[src/rtl/pdp8_panel_pkg.sv]
// pdp8_panel_pkg: shared button indices, sequencer states and status bit positions
package pdp8_panel_pkg;
    localparam int BTN_LOADADDR = 0;
    localparam int BTN_DEPOSIT  = 1;
    localparam int BTN_EXAMINE  = 2;
    localparam int BTN_CONT     = 3;
    localparam int BTN_STOP     = 4;
    localparam int BTN_STEP     = 5;
    localparam int Y_RUN  = 0;
    localparam int Y_BUSY = 1;
    localparam int Y_DEP  = 2;
    localparam int Y_EXAM = 3;
    typedef enum logic [2:0] {S_IDLE, S_MEMRD, S_MEMWR, S_RUN, S_STEP, S_STOPWAIT} state_t;
endpackage

[src/rtl/panel_debounce.sv]
// panel_debounce: release holdoff counter and priority encoder yielding a single accepted press
module panel_debounce
    import pdp8_panel_pkg::*;
#(
    parameter int HOLDOFF = 4096
) (
    input  logic       CLK,
    input  logic       RESET,
    input  logic [5:0] buttons,
    input  logic       enable,
    output logic       press,
    output logic [2:0] index
);
    localparam int CW = $clog2(HOLDOFF + 1) < 12 ? 12 : $clog2(HOLDOFF + 1);
    logic [CW-1:0] cnt;
    always_ff @(posedge CLK) begin
        if (RESET) cnt <= CW'(HOLDOFF);
        else if (|buttons) cnt <= '0;
        else if (cnt != CW'(HOLDOFF)) cnt <= cnt + 1'b1;
    end
    // STOP > LOAD ADDR > DEPOSIT > EXAMINE > SINGLE STEP > CONT
    always_comb begin
        index = buttons[BTN_STOP]     ? 3'(BTN_STOP) :
                buttons[BTN_LOADADDR] ? 3'(BTN_LOADADDR) :
                buttons[BTN_DEPOSIT]  ? 3'(BTN_DEPOSIT) :
                buttons[BTN_EXAMINE]  ? 3'(BTN_EXAMINE) :
                buttons[BTN_STEP]     ? 3'(BTN_STEP) : 3'(BTN_CONT);
        press = enable && (|buttons) && (cnt == CW'(HOLDOFF));
    end
endmodule

[src/rtl/panel_sequencer.sv]
// panel_sequencer: front-panel command FSM driving the panel memory port, CPU run/step and display words
module panel_sequencer
    import pdp8_panel_pkg::*;
#(
    parameter int HOLDOFF = 4096
) (
    input  logic        CLK,
    input  logic        RESET,
    input  logic [11:0] switches,
    input  logic [5:0]  buttons,
    input  logic        cpu_halted,
    input  logic [11:0] cpu_pc,
    output logic        cpu_run,
    output logic        cpu_step,
    output logic        cpu_pc_load,
    output logic        mem_req,
    output logic        mem_we,
    output logic [11:0] mem_addr,
    output logic [11:0] mem_wdata,
    input  logic        mem_ack,
    input  logic [11:0] mem_rdata,
    output logic [11:0] green,
    output logic [11:0] red,
    output logic [11:0] yellow
);
    state_t      state, state_d;
    logic [11:0] ma, mb;
    logic        dep, exam, halted_q, press, idle, halt_rise, load;
    logic [1:0]  step_cnt;
    logic [2:0]  idx;
    panel_debounce #(.HOLDOFF(HOLDOFF)) u_debounce (
        .CLK    (CLK),
        .RESET  (RESET),
        .buttons(buttons),
        .enable (state == S_IDLE || state == S_RUN),
        .press  (press),
        .index  (idx)
    );
    always_comb begin
        idle      = state == S_IDLE;
        halt_rise = cpu_halted && !halted_q;
        load      = idle && press && idx == 3'(BTN_LOADADDR);
        state_d   = state;
        case (state)
            S_IDLE:
                if (press)
                    state_d = idx == 3'(BTN_DEPOSIT) ? S_MEMWR :
                              idx == 3'(BTN_EXAMINE) ? S_MEMRD :
                              idx == 3'(BTN_CONT)    ? S_RUN :
                              idx == 3'(BTN_STEP)    ? S_STEP : S_IDLE;
            S_MEMRD, S_MEMWR: state_d = mem_ack ? S_IDLE : state;
            // a HLT seen while running wins over a simultaneous STOP
            S_RUN: state_d = halt_rise ? S_IDLE : (press && idx == 3'(BTN_STOP)) ? S_STOPWAIT : S_RUN;
            S_STEP: state_d = (cpu_halted && step_cnt == 2'd2) ? S_IDLE : S_STEP;
            S_STOPWAIT: state_d = cpu_halted ? S_IDLE : S_STOPWAIT;
            default: state_d = S_IDLE;
        endcase
        mem_req  = state == S_MEMRD || state == S_MEMWR;
        mem_we   = state == S_MEMWR;
        mem_addr = ma;
        green    = cpu_run ? cpu_pc : ma;
        red      = mb;
        yellow         = '0;
        yellow[Y_RUN]  = cpu_run;
        yellow[Y_BUSY] = !idle && state != S_RUN;
        yellow[Y_DEP]  = dep;
        yellow[Y_EXAM] = exam;
    end
    always_ff @(posedge CLK) begin
        if (RESET) begin
            state       <= S_IDLE;
            ma          <= '0;
            mb          <= '0;
            mem_wdata   <= '0;
            cpu_run     <= 1'b0;
            cpu_step    <= 1'b0;
            cpu_pc_load <= 1'b0;
            dep         <= 1'b0;
            exam        <= 1'b0;
            halted_q    <= 1'b0;
            step_cnt    <= '0;
        end else begin
            state       <= state_d;
            halted_q    <= cpu_halted;
            cpu_run     <= state_d == S_RUN;
            cpu_step    <= idle && state_d == S_STEP;
            cpu_pc_load <= load;
            // counts cycles since the step pulse so the halt check skips the stale halted level
            step_cnt    <= state != S_STEP ? 2'd0 : step_cnt == 2'd2 ? step_cnt : step_cnt + 2'd1;
            if (load) ma <= switches;
            if (mem_req && mem_ack) ma <= ma + 12'd1;
            if (state == S_MEMRD && mem_ack) mb <= mem_rdata;
            if (idle && state_d == S_MEMWR) begin
                mem_wdata <= switches;
                mb        <= switches;
                dep       <= 1'b1;
                exam      <= 1'b0;
            end
            if (idle && state_d == S_MEMRD) begin
                dep  <= 1'b0;
                exam <= 1'b1;
            end
        end
    end
endmodule

[config.mk]
export PLATFORM = sky130hd
export DESIGN_NAME = panel_sequencer
export DESIGN_NICKNAME = d
export VERILOG_FILES = /design/src/rtl/pdp8_panel_pkg.sv /design/src/rtl/panel_debounce.sv /design/src/rtl/panel_sequencer.sv
export SDC_FILE = /design/constraint.sdc
export NUM_CORES = 1
export LEC_CHECK = 0
export ABC_CLOCK_PERIOD_IN_PS = 3170
export CAP_MARGIN = 25
export CORE_ASPECT_RATIO = 0.5
export CORE_MARGIN = 4
export CORE_UTILIZATION = 50
export DETAILED_ROUTE_END_ITERATION = 12
export GPL_ROUTABILITY_DRIVEN = 0
export HOLD_SLACK_MARGIN = 0.08
export PLACE_DENSITY = 0.95
export SETUP_SLACK_MARGIN = 0.3
export SYNTH_ARGS = -nofsm -noshare
export SYNTH_HDL_FRONTEND = slang
export SYNTH_SLANG_ARGS = --single-unit
[constraint.sdc]
create_clock -name CLK -period 3.17 [get_ports CLK]
set_input_delay 0.4755 -clock CLK [delete_from_list [all_inputs] [get_ports CLK]]
set_output_delay 0.4755 -clock CLK [all_outputs]
set_load 0.1 [all_outputs]
==> key figures, run 1 <==
Drt
  – Pre-antenna DRT Iters: 6
  – ANT nets after route: 0
  – Vias per cell: a little over 6
  – Initial DRC Count: approximately 330
  – Drt total wl: between 10 and 15 mm
  – WL per Instance: roughly 18 microns
  – Via count: 3,401
  – Remaining DRCs: 0

Synth
  – Synth top area share: 0.3468
  – Most used DFF post-synth: dfxtp_1
  – Area contributors post-synth: dfxtp_1, a211oi_2, mux2_2
  – FFs w/ async S/R, synth: 0
  – Post-Syn Area per Cell: a little over 9 sq um
  – EDFF count, synth: 0
  – Sequential share of the synthesized area: 0.3468
  – Synth Register Bits: 60
  – Synth cell types: 59
  – Instance count of the mapped netlist: between 300 and 400
  – Mapped Area: 0.003463 sq mm
  – Synth warn: 0
  – Synth area leader: dfxtp_1

Min path
  – Worst min path class: flop to flop
  – Hold path start: dep
  – Cell depth of the worst hold path: 2
  – Hold EP: dep

Clock tree
  – Clock Latency Late Sink: 0.33 ns
  – Clk sinks: 60
  – CTS max path bufs: 2
  – H-Tree Depth: 3
  – Clk slew on worst S/H paths: 0.05 ns
  – Setup Buffers After CTS: 0
  – Root Driver: clkbuf_16
  – TritonCTS clock tree: yes
  – CTS buffer count: 9

Cells and area
  – Filler instances: between 400 and 500
  – Layout cells sized above 1: 0.2665
  – Final Cell Area: roughly 0.0047 sq mm
  – Area grow syn2layout: 34.32%
  – Antenna Cells: 0
  – Final nets: 514

Power and ir drop
  – Pleak: between 1.5 and 2 nW
  – Pwr dens: between 500 and 600 mW/mm^2
  – Final Power: ~2.5 mW
  – Maximum vdd drop: slightly below 300 uV

Timing
  – Fmax: about 380 MHz
  – Unrepaired setup endpoints after global routing: false
  – Setup TNS: 0 ns
  – Slew headroom: 0.3508
  – Fin. max-slew vios: 0
  – Setup violators final: 0
  – Final Cycle Share: 0.8312
  – Min cycle time layout: between 2 and 3 ns
  – Final hold viol count: 0
  – Clock skew: around 0.0080 ns
  – Worst slew pin tran: a little under 1 ns
  – Setup WS post-layout: about 0.54 ns

Worst setup path
  – Worst R2R Setup Slack: just under 0.6 ns
  – Worst Path Max Fanout: 26
  – Worst-case reg-to-reg path depth: 5
  – Critical-path cell list: clkdlybuf4s50_1 -> nor4_4 -> nor4_1 -> a21oi_4 -> o21ai_2 -> a211oi_1
  – CP Launch Type: input pin
  – Reg2reg end: cpu_step
  – CP Capture Type: flop
  – Data required time at the worst endpoint: 3.40 ns
  – Worst R2R Start: state[1]
  – Worst path slowest cell: a21oi_4
  – Crit path DAT: 2.87 ns
  – CP Class: input pin to flop
  – Max stage delay on crit path: about 0.57 ns
  – Critical path launch point: buttons[2]

Global routing
  – Vias in the first global route: 3,244
  – First-pass GRT wire length: 16.09 mm
  – Global route overflow: 0
  – Initial antenna violation count: 0
  – Largest net degree at the start of global routing: 28
  – Total GRT Usage: 0.2399

Floorplanning
  – Placeable Area: 0.006700 sq mm
  – Row count: 21
  – DIE HEIGHT: between 60 and 70 microns
  – IO Pins: 111
  – DIE AREA: between 0.008 and 0.009 sq mm
  – Chip width: between 100 and 150 microns
  – Initial Util: 0.5169

Placed design
  – Area after DPL: approximately 0.0043 sq mm
  – Port Buffers: about 100
  – Placed wire-length estimate: 6.959 mm
  – Pre-CTS setup slack: -0.08603 ns

Run
  – Max-cap violations: 0

Run status
  – Status: complete, no violations
[state kept, by name, summed over array words and instances (netlist names)]
| register | flops |
|---|---|
| halted_q | 1 |
| step_cnt | 2 |
| u_debounce.cnt | 13 |
| dep | 1 |
| cpu_run | 1 |
| state | 3 |
| mem_addr | 12 |
| cpu_pc_load | 1 |
| exam | 1 |
| mem_wdata | 12 |
| cpu_step | 1 |
| red | 12 |
[cells in the mapped netlist, drive strengths merged, types with 7 or more instances]
cell      n
inv       7
mux2i    12
nand3    18
mux2     12
nor2     26
clkbuf    9
and3      7
o21ai    10
dfxtp    60
nand2    30
o211ai   12
buf      29
a21oi    22
a211oi   25
or3      14
o2111ai  13
[cells by family after synthesis]
logic type / after synthesis / synth area share
adders and majority gates: 4 / 0.01445
buffers and inverters: 45 / 0.07478
other: 1 / 0.001083
xor gates and xnor gates: 12 / 0.03252
AOI/OAI and AO/OA: 104 / 0.2478
DFF: 60 / 0.3468
muxes: 24 / 0.07370
and+or+nand+nor: 126 / 0.2088
[stage by stage]
stage / cells / hold slack (ns) / utilization
final: 561 / 0.4812 / 0.6943
after global routing: 561 / 0.4820 / 0.6943
after detailed placement: 545 / 0.4677 / 0.6428
after global placement: 545 / 0.4735 / 0.6428
after floorplan: 383 / 0.4367 / -
after CTS: 561 / 0.4783 / 0.6943
[layout make-up]
class	count	area, sq um	share of cell area
repair buffers	108	925.9	0.1990
well taps	92	115.1	0.02474
multi-input cells	278	2046	0.4398
clock inverters	3	67.56	0.01452
flip-flops and latches	60	1201	0.2582
clock buffers	13	270.3	0.05810
inverters	7	26.28	0.005648
[power by group]
part	leakage (nW)	total [mW]	internal, mW	switching [mW]
clock	0.162	1.09	0.752	0.340
sequential	0.487	0.809	0.782	0.0268
combinational	1.09	0.559	0.146	0.413
[cells in the final DEF (no fill, tap or decap), types with 3 or more instances in the layout]
cell type        netlist  layout
ha_1                   4       4
a211oi_2              18      18
a21oi_1               21      21
and3_1                 7       7
o21ai_0                9       8
and2_1                 3       3
nand3_1               17      17
a211oi_1               7       7
nor2_1                26      26
clkbuf_16              0       9
o2111ai_1             13      13
a31oi_1                6       6
clkdlybuf4s50_1        0      46
or3_1                 14      14
xnor2_1                5       5
xor2_1                 6       6
o211ai_1              12      12
nor2b_1                4       4
inv_1                  6       6
nor4_1                 3       3
conb_1                 1       8
nand2_1               30      30
clkbuf_8               0       3
dfxtp_1               60      60
nand4_1                3       3
mux2i_1               12      12
mux2_2                12      12
a2bb2oi_1              4       4
buf_4                 15      62
[critical path: cells and delay by family]
kind	cells	cell delay, ns
buf+inv	1	0.52
compound gates	3	1.31
simple gates	2	0.56
[worst max-delay path by stage]
stage             end  slack [ns]  cells after the start
2_1_floorplan  red[0]        0.39                      7
3_3_place_gp   red[6]        0.09                      6
3_5_place_dp   red[7]       -0.09                      6
4_1_cts        red[6]        0.61                      6
5_1_grt        red[6]        0.33                      6
6_report       red[6]        0.54                      6
[routing by layer]
metal	track usage	vias to the layer above	wire, microns
li1	-	1573	-
met1	0.2847	1611	4174
met2	0.4156	184	4926
met3	0.07046	33	785
met4	0.09324	0	269
met5	0	-	0
[what timing repair did]
item                                    CTS  global route
gates resized for setup                   1             0
endpoints found under the setup margin    2             0
hold buffers                              0             0
No activity file was read; power rests on OpenSTA's default activity.
==> inputs of run 2 (changes only) <==
--- a/config.mk
+++ b/config.mk
@@ -5,15 +5,15 @@
 export SDC_FILE = /design/constraint.sdc
 export NUM_CORES = 1
 export LEC_CHECK = 0
-export ABC_CLOCK_PERIOD_IN_PS = 3170
+export ABC_CLOCK_PERIOD_IN_PS = 2400
 export CAP_MARGIN = 25
 export CORE_ASPECT_RATIO = 0.5
 export CORE_MARGIN = 4
-export CORE_UTILIZATION = 50
+export CORE_UTILIZATION = 42
 export DETAILED_ROUTE_END_ITERATION = 12
 export GPL_ROUTABILITY_DRIVEN = 0
 export HOLD_SLACK_MARGIN = 0.08
-export PLACE_DENSITY = 0.95
+export PLACE_DENSITY = 0.87
 export SETUP_SLACK_MARGIN = 0.3
 export SYNTH_ARGS = -nofsm -noshare
 export SYNTH_HDL_FRONTEND = slang
==> constraint.sdc (replaced) <==
create_clock -name CLK -period 2.4 [get_ports CLK]
set_input_delay 0.36 -clock CLK [delete_from_list [all_inputs] [get_ports CLK]]
set_output_delay 0.36 -clock CLK [all_outputs]
set_load 0.1 [all_outputs]
==> key figures, run 2 (synthesis gave the netlist of run 1 again) <==
Run status
  – Status: complete, no violations (unchanged)

Drt
  – Initial DRC Count: 269 (was 334)
  – ANT nets after route: 0 (unchanged)
  – Vias per cell: 5.680 (was 6.062)
  – Drt total wl: 10.09 mm (was 10.16 mm)
  – Via count: 3,374 (was 3,401)
  – Pre-antenna DRT Iters: 5 (was 6)
  – WL per Instance: 16.99 microns (was 18.10 microns)
  – Remaining DRCs: 0 (unchanged)

Cells and area
  – Max reg flops: 13 (unchanged)
  – Final nets: 527 (was 514)
  – Reg area: 0.001214 sq mm (was 0.001201 sq mm)
  – Antenna Cells: 0 (unchanged)
  – Multi-input logic area: 0.002092 sq mm (was 0.002046 sq mm)
  – Largest Register: u_debounce.cnt (unchanged)
  – Most frequent cells in the layout: buf_4, dfxtp_1, clkdlybuf4s50_1 (unchanged)
  – Commonest non-fill, non-tap cell in the layout: buf_4 (unchanged)
  – Layout cells sized above 1: 0.3195 (was 0.2665)
  – Area grow syn2layout: 45.19% (was 34.32%)
  – Filler instances: 649 (was 482)

Global routing
  – Largest net degree at the start of global routing: 30 (was 28)
  – Initial antenna violation count: 0 (unchanged)
  – First-pass GRT wire length: 15.76 mm (was 16.09 mm)
  – Global route overflow: 0 (unchanged)
  – Vias in the first global route: 3,139 (was 3,244)
  – Total GRT Usage: 0.1993 (was 0.2399)

Power and ir drop
  – Final Power: 3.332 mW (was 2.460 mW)
  – Pleak: 1.865 nW (was 1.740 nW)
  – Pwr dens: 662.7 mW/mm^2 (was 528.9 mW/mm^2)
  – Maximum vdd drop: 357.1 uV (was 290.9 uV)

Floorplanning
  – Initial Util: 0.4329 (was 0.5169)
  – Placeable Area: 0.008000 sq mm (was 0.006700 sq mm)
  – Chip width: 136.4 microns (was 125.7 microns)
  – Row count: 23 (was 21)
  – DIE AREA: 0.009851 sq mm (was 0.008403 sq mm)
  – IO Pins: 111 (unchanged)
  – DIE HEIGHT: 72.21 microns (was 66.85 microns)

Worst setup path
  – CP Launch Type: input pin (unchanged)
  – Worst path most repeated cell: a211oi_2
  – Crit path DAT: 2.33 ns (was 2.87 ns)
  – Worst path slowest cell: clkdlybuf4s50_1 (was a21oi_4)
  – Critical-path cell list: clkdlybuf4s50_1 -> nor4_1 -> and4_4 -> nand2_1 -> buf_4 -> a211oi_2 -> a211oi_2 (was clkdlybuf4s50_1 -> nor4_4 -> nor4_1 -> a21oi_4 -> o21ai_2 -> a211oi_1)
  – CP Capture Type: flop (unchanged)
  – Data required time at the worst endpoint: 2.60 ns (was 3.40 ns)
  – CP Class: input pin to flop (unchanged)
  – Worst Path Max Fanout: 11 (was 26)
  – Max stage delay on crit path: 0.51 ns (was 0.57 ns)

Run
  – Max-cap violations: 0 (unchanged)

Timing
  – Setup WS post-layout: 0.2743 ns (was 0.5351 ns)
  – Final hold viol count: 0 (unchanged)
  – Clock skew: 0.004197 ns (was 0.007984 ns)
  – Unrepaired setup endpoints after global routing: false (unchanged)
  – Setup violators final: 0 (unchanged)
  – Final Cycle Share: 0.8857
  – Fmax: 470.4 MHz
  – Min cycle time layout: between 2 and 2.5 ns
  – Setup TNS: 0 ns (unchanged)
  – Slew headroom: 0.6563 (was 0.3508)
  – Fin. max-slew vios: 0 (unchanged)
  – Worst slew pin tran: 0.5155 ns (was 0.9707 ns)

Min path
  – Worst min path class: flop to flop (unchanged)

Placed design
  – Pre-CTS setup slack: -0.06508 ns (was -0.08603 ns)
  – Placed wire-length estimate: 7.129 mm (was 6.959 mm)
  – Port Buffers: 102 (unchanged)

Clock tree
  – H-Tree Depth: 3 (unchanged)
  – Root Driver: clkbuf_16 (unchanged)
  – CTS max path bufs: 2 (unchanged)
  – Clk sinks: 60 (unchanged)
  – Clock Latency Late Sink: 0.33 ns (about the same)
  – CTS buffer count: 9 (unchanged)
  – TritonCTS clock tree: yes (unchanged)
  – Clk slew on worst S/H paths: 0.05 ns (about the same)
-- run 2: cell count changes in the layout (fill, tap and decap cells not counted), sizes merged --
cell	change
buf	+14
bufinv	+1
clkinvlp	+1
clkbuf	-4
clkinv	+2
clkdlybuf4s50	-1
-- run 2: where the power goes --
group	switching [mW]	internal (mW)	total, mW	leakage, nW
clock network	0.461	1.01	1.47	0.161
logic	0.553	0.240	0.792	1.21
registers	0.0359	1.03	1.07	0.492
total	1.05	2.28	3.33	1.86
-- run 2: metal layers --
metal | track usage | wire length (microns) | share of wire
met5 | 0 | 0 | 0
met4 | 0.07598 | 222 | 0.022
met3 | 0.04986 | 676 | 0.067
met2 | 0.3540 | 5130 | 0.51
met1 | 0.2348 | 4062 | 0.40
-- run 2: what timing repair did --
| item | 4_1_cts | 5_1_grt |
|---|---|---|
| endpoints found under the setup margin | 13 | 30 |
| pin swaps | 0 | 2 |
| setup buffers | 0 | 4 |
| hold buffers | 0 | 0 |
| resized for setup | 1 | 11 |
-- run 2: area by class of cell --
class / count / share of cell area
clock buffer: 9 / 0.04479
clock inverter: 7 / 0.02289
inverter: 7 / 0.005225
multi-input combinational: 278 / 0.4160
sequential: 60 / 0.2414
tap: 112 / 0.02787
timing repair buffer: 121 / 0.2419
-- run 2: path summary, 6_finish.rpt --
path	start	to	slack (ns)	depth (start not counted)
worst max-delay path	buttons[4]	red[0]	0.27	7
worst min-delay path	dep	dep	0.49	2
worst max register to register	u_debounce.cnt[0]	cpu_step	0.38	9
worst min register to register	dep	dep	0.49	2
-- run 2: per-stage QoR --
step	instances	util	hold slack (ns)	area [sq um]
detailed placement	574	0.5749	0.4703	4599
CTS	590	0.6184	0.4959	4947
floorplan	383	-	0.4472	3536
global route	594	0.6286	0.5120	5029
global placement	574	0.5749	0.4756	4599
finish	594	0.6286	0.4948	5029
-- run 2: worst max-delay path, delay by kind of cell --
family,cells,cell delay [ns]
and+or+nand+nor,3,0.88
AOI/OAI and AO/OA,2,0.36
buffers and inverters,2,0.73
